$ cat config.mk
export PLATFORM = sky130hd
export DESIGN_NAME = enigma_tx_sched
export DESIGN_NICKNAME = d
export VERILOG_FILES = /design/src/rtl/enigma_tx_sched.sv
export SDC_FILE = /design/constraint.sdc
export NUM_CORES = 1
export LEC_CHECK = 0
export ABC_AREA = 1
export CORE_ASPECT_RATIO = 1.2
export CORE_MARGIN = 2
export CORE_UTILIZATION = 35
export CTS_CLUSTER_SIZE = 8
export DETAILED_ROUTE_END_ITERATION = 8
export GPL_TIMING_DRIVEN = 1
export SLEW_MARGIN = 20
export SYNTH_ARGS = -nofsm -noshare
export SYNTH_HDL_FRONTEND = slang
export SYNTH_SLANG_ARGS = --single-unit
export TNS_END_PERCENT = 30
$ cat constraint.sdc
create_clock -name clk100 -period 4.8 [get_ports clk100]
set_clock_uncertainty 0.1 [all_clocks]
set_input_delay 0.72 -clock clk100 [delete_from_list [all_inputs] [get_ports clk100]]
set_output_delay 0.72 -clock clk100 [all_outputs]
set_load 0.05 [all_outputs]
$ cat src/rtl/enigma_tx_sched.sv
`default_nettype none
// +--------------------------------------------------------------------------+
// | Module   : enigma_tx_sched                                               |
// | Purpose  : Shares one tx_serial transmitter between the prompt (src0),   |
// |            echo (src1) and cipher (src2) byte sources. src0/src1 each    |
// |            have a one-byte holding register; src2 has a DEPTH-entry FIFO.|
// |            Fixed priority src0 > src1 > src2, arbitrated in IDLE only.   |
// | Option   : `define TXSCHED_GROUP5_EN inserts a space (0x20) after every  |
// |            five cipher bytes; a granted prompt byte restarts the group.  |
// | Revision : 1.0 - initial release                                         |
// +--------------------------------------------------------------------------+
module enigma_tx_sched #(
  parameter int DEPTH     = 8,
  parameter int AW        = 3,
  parameter int START_TMO = 7
) (
  input  logic          clk100,
  input  logic          reset_n,
  input  logic [7:0]    prm_byte,
  input  logic          prm_wr,
  input  logic [7:0]    ech_byte,
  input  logic          ech_wr,
  input  logic [7:0]    cph_byte,
  input  logic          cph_wr,
  input  logic          ovf_clr,
  output logic [7:0]    sbyte,
  output logic          send,
  input  logic          tx_busy,
  output logic          pending,
  output logic [2:0]    ovf,
  output logic [AW:0]   cph_level
);

  // Timeout counter only has to count 0 .. START_TMO-1.
  localparam int            TW       = (START_TMO > 1) ? $clog2(START_TMO) : 1;
  localparam logic [TW-1:0] TMO_LAST = TW'(START_TMO - 1);
  localparam logic [7:0]    SPACE    = 8'h20;

  typedef enum logic [1:0] {
    S_IDLE       = 2'd0,
    S_ISSUE      = 2'd1,
    S_WAIT_START = 2'd2,
    S_WAIT_DONE  = 2'd3
  } state_t;

  state_t        state_q;
  logic [7:0]    sbyte_q;
  logic          send_q;
  logic [TW-1:0] tmo_q;

  logic          prm_vld_q, prm_vld_d;
  logic [7:0]    prm_q, prm_d;
  logic          ech_vld_q, ech_vld_d;
  logic [7:0]    ech_q, ech_d;

  logic [7:0]    mem_q [DEPTH];
  logic [AW:0]   wptr_q, wptr_d;
  logic [AW:0]   rptr_q, rptr_d;
  logic [2:0]    ovf_q, ovf_d;

  logic          cph_empty, cph_full;
  logic          prm_acc, ech_acc, cph_push;
  logic          grant, pop_prm, pop_ech, pop_cph;
  logic [7:0]    grant_byte;

`ifdef TXSCHED_GROUP5_EN
  logic [2:0]    grp_q, grp_d;
`endif

  assign cph_empty = (wptr_q == rptr_q);
  assign cph_full  = (wptr_q[AW] != rptr_q[AW]) &&
                     (wptr_q[AW-1:0] == rptr_q[AW-1:0]);

  // Fixed-priority arbiter; only grants while the FSM sits in IDLE.
  always_comb begin
    grant      = 1'b0;
    pop_prm    = 1'b0;
    pop_ech    = 1'b0;
    pop_cph    = 1'b0;
    grant_byte = 8'h00;
`ifdef TXSCHED_GROUP5_EN
    grp_d      = grp_q;
`endif
    if (state_q == S_IDLE) begin
      if (prm_vld_q) begin
        grant      = 1'b1;
        pop_prm    = 1'b1;
        grant_byte = prm_q;
`ifdef TXSCHED_GROUP5_EN
        grp_d      = 3'd0;
`endif
      end else if (ech_vld_q) begin
        grant      = 1'b1;
        pop_ech    = 1'b1;
        grant_byte = ech_q;
      end else if (!cph_empty) begin
        grant      = 1'b1;
`ifdef TXSCHED_GROUP5_EN
        // Sixth cipher slot becomes a space; the cipher byte stays queued.
        if (grp_q == 3'd5) begin
          grant_byte = SPACE;
          grp_d      = 3'd0;
        end else begin
          grant_byte = mem_q[rptr_q[AW-1:0]];
          pop_cph    = 1'b1;
          grp_d      = grp_q + 3'd1;
        end
`else
        grant_byte = mem_q[rptr_q[AW-1:0]];
        pop_cph    = 1'b1;
`endif
      end
    end
  end

  // Write acceptance: a full slot still accepts when it is popped this cycle.
  always_comb begin
    prm_acc   = prm_wr & (~prm_vld_q | pop_prm);
    ech_acc   = ech_wr & (~ech_vld_q | pop_ech);
    cph_push  = cph_wr & (~cph_full | pop_cph);
    prm_vld_d = prm_acc | (prm_vld_q & ~pop_prm);
    ech_vld_d = ech_acc | (ech_vld_q & ~pop_ech);
    prm_d     = prm_acc ? prm_byte : prm_q;
    ech_d     = ech_acc ? ech_byte : ech_q;
    wptr_d    = wptr_q + {{AW{1'b0}}, cph_push};
    rptr_d    = rptr_q + {{AW{1'b0}}, pop_cph};
    // Clear wins over any overflow raised in the same cycle.
    if (ovf_clr) ovf_d = 3'b000;
    else         ovf_d = ovf_q | {cph_wr & ~cph_push, ech_wr & ~ech_acc, prm_wr & ~prm_acc};
  end

  // Source storage state: holding registers, FIFO pointers, overflow flags.
  always_ff @(posedge clk100 or negedge reset_n) begin
    if (!reset_n) begin
      prm_vld_q <= 1'b0;
      prm_q     <= 8'h00;
      ech_vld_q <= 1'b0;
      ech_q     <= 8'h00;
      wptr_q    <= '0;
      rptr_q    <= '0;
      ovf_q     <= 3'b000;
    end else begin
      prm_vld_q <= prm_vld_d;
      prm_q     <= prm_d;
      ech_vld_q <= ech_vld_d;
      ech_q     <= ech_d;
      wptr_q    <= wptr_d;
      rptr_q    <= rptr_d;
      ovf_q     <= ovf_d;
    end
  end

  // Cipher FIFO storage; contents are don't-care while the pointers say empty.
  always_ff @(posedge clk100) begin
    if (cph_push) mem_q[wptr_q[AW-1:0]] <= cph_byte;
  end

`ifdef TXSCHED_GROUP5_EN
  // Cipher group counter for the space-insertion option.
  always_ff @(posedge clk100 or negedge reset_n) begin
    if (!reset_n) grp_q <= 3'd0;
    else          grp_q <= grp_d;
  end
`endif

  // Transmit handshake FSM with registered sbyte/send.
  always_ff @(posedge clk100 or negedge reset_n) begin
    if (!reset_n) begin
      state_q <= S_IDLE;
      sbyte_q <= 8'h00;
      send_q  <= 1'b0;
      tmo_q   <= '0;
    end else begin
      send_q <= 1'b0;
      case (state_q)
        S_IDLE: begin
          if (grant) begin
            sbyte_q <= grant_byte;
            send_q  <= 1'b1;
            state_q <= S_ISSUE;
          end
        end
        S_ISSUE: begin
          tmo_q   <= '0;
          state_q <= S_WAIT_START;
        end
        S_WAIT_START: begin
          // Give up on a busy that never arrives so the queue keeps draining.
          if (tx_busy)                state_q <= S_WAIT_DONE;
          else if (tmo_q == TMO_LAST) state_q <= S_IDLE;
          else                        tmo_q   <= tmo_q + 1'b1;
        end
        S_WAIT_DONE: begin
          if (!tx_busy) state_q <= S_IDLE;
        end
        default: state_q <= S_IDLE;
      endcase
    end
  end

  assign sbyte     = sbyte_q;
  assign send      = send_q;
  assign ovf       = ovf_q;
  assign cph_level = wptr_q - rptr_q;
  assign pending   = prm_vld_q | ech_vld_q | ~cph_empty | (state_q != S_IDLE);

endmodule
`default_nettype wire

==> flow_summary.ini <==
[run_status]
run_status = finished, final reports clean

[logic_synthesis]
yosysWarnings = 0
ys_seq_area_frac = 0.609
syn_nets = 533
synthCells = 492
synth_ff_type = edfxtp_1
synth_area_leader_cell = edfxtp_1
ys_ff_latch = 107
synthArstFlopShare = 0.402
synth.avg_cell_area_um2 = 10.0
synth_most_common_cell = nand2_1
post-synth-top-area-fraction = 0.390
syn_area_um2 = 4920
synth_cell_type_count = 34
netlist_top_cells_count = nand2_1, inv_1, edfxtp_1
synth_edf_count = 64
synth_area_leaders = edfxtp_1, dfrtp_1, nand2_1, inv_1, nand3_1

[floorplan]
dieArea_um2 = 15000
die_y_um = 134
rows = 47
io_pins = 48
die_width_um = 112
initial_core_util = 0.358
core_um2 = 13800

[clock_network]
postCtsHoldBufs = 0
cts_resized = 0
cts_tree = yes
clk_pin_slew_worst_paths_ns = 0.07
cts-buffers-inserted = 9
cts_htree_levels = 3
post_cts_buffers = 0
cts_sinks = 107
cts_buffer_depth = 2
clock_latency_ns = 0.35
root_buffer = clkbuf_16

[grt]
grt_pass1_wl_um = 16200
grt_use_total = 0.138
grt_pass1_vias = 3299
grt_overflow = 0
antenna_found_initial = 0
grt_max_degree = 44

[worst_setup_path]
slowest_delay_ns = 0.78
crit_arrival_ns = 3.11
crit_type = register to primary output
end_kind = primary output
cp-start-kind = register
critPathMaxFanout = 20
cp_slowest_cell = dfrtp_1
path_cells = inv_2, ha_1, nand2_2, nor2_4, nand4_4, or2_1, clkdlybuf4s50_1
worst-path-buf-inv = 2
crit_required_ns = 3.98
cpLargestDelayFamily = buffers and inverters

[pwr]
p_per_area_nw_per_um2 = 581
leakage_nw = 2.61
ir_drop_uv = 328
total_power_mw = 3.39

[routing]
drc = 0
drtIter0Drc = 184
drtPass1Iterations = 4
wl_um = 10000
wl_per_cell_um = 14.1
dr_total_vias = 3246
ant_nets = 0
viasPerCell = 4.56

[sta]
worst_pin_slew_ns = 0.683
finalSetupViolCount = 0
setup_tns_ns = 0
finalHoldViolCount = 0
min_period_ns = 3.93
max_freq_ghz = 0.255
rsz0062_at_grt = false
drv_slew = 0
period_share = 0.818
slew_headroom = 0.545

[layout]
drive_gt1_frac = 0.0961
syn_to_final_growth_pct = 18.6
stdcell_area_um2 = 5840
n_antenna_cell = 0
final_core_util = 0.424
final_cells = 712
layout.nets = 577

[placement]
placed_area_um2 = 5500
dp.cells = 696
dp_hpwl_um = 7250
portBuffers = 47
gp_congestion = 0.806

[min_path]
holdCritPathClass = input pin to async pin

[flow_run]
maxCapViolCount = 0
==> cell type report <==
class | instances | area, µm²
clock buffer | 11 | 275
clock inverter | 5 | 55.1
fill | 1354 | 7920
inverter | 83 | 312
multi-input combinational | 287 | 1510
sequential | 107 | 3000
tap | 171 | 214
timing repair buffer | 48 | 475
==> state kept, by name, indices dropped and copies added, names as in the netlist, 3 cells and up <==
name,cells
tmo_q,3
wptr_q,4
rptr_q,4
mem_q,64
prm_q,8
sbyte,8
ovf,3
ech_q,8
==> layer usage <==
layer  track usage  wire length (µm)  up-vias
met4        0.0562               172        0
met3        0.0289               318       11
met2         0.236              5050       52
met5             0                 0        -
li1              -                 -     1648
met1         0.171              4500     1535
==> path summary, 6_finish.rpt <==
path	startpoint	endpoint	slack [ns]	cells past startpoint
worst max-delay path	rptr_q[1]	pending	0.87	7
worst min-delay path	reset_n	prm_q[3]	0.26	1
worst max register to register	rptr_q[1]	mem_q[4][0]	1.77	9
worst min register to register	sbyte[1]	sbyte[1]	0.38	2
max in group asynchronous	reset_n	rptr_q[0]	3.97	1
min in group clk100	sbyte[1]	sbyte[1]	0.38	2
==> power breakdown <==
part | internal [mW] | switching (mW) | leakage (nW)
logic | 0.413 | 0.841 | 1.34
registers | 1.21 | 0.128 | 1.11
clock network | 0.467 | 0.325 | 0.166
==> placed cells by master, fill, tap and decap left out, drive strengths merged, types with 2 or more instances in the layout <==
cell type	synthesis	final
a21oi	14	14
buf	14	2
clkbuf	1	11
clkdlybuf4s50	0	46
clkinv	1	4
dfrtp	43	43
edfxtp	64	64
ha	9	9
inv	82	83
mux2	8	8
nand2	143	143
nand3	56	56
nand4	2	2
nor2	30	30
nor3	2	2
o21ai	12	12
or2	2	2
xor2	5	5
==> per-stage QoR <==
stage / worst slack [ns] / hold WS (ns)
after global routing: 0.690 / 0.298
after floorplan: 1.88 / 0.324
after CTS: 0.844 / 0.385
after detailed placement: 1.23 / 0.365
final: 0.875 / 0.260
after global placement: 1.23 / 0.363
==> worst reg2reg max path, stage by stage (launching register included) <==
cell     delay [ns]
dfrtp_1        0.78
inv_2          0.30
ha_1           0.37
nand2_2        0.10
nor2_4         0.06
a21oi_4        0.30
nand2_4        0.08
nand2_2        0.08
nand2_4        0.10
nor2_2         0.39
==> cells by family after synthesis <==
family / synth area share
xor+xnor: 0.0107
mux: 0.0183
buf+inv: 0.0846
fa+ha+maj: 0.0269
compound gates: 0.0323
simple gates: 0.218
flops: 0.609
Power figures use the tool's default switching activity.
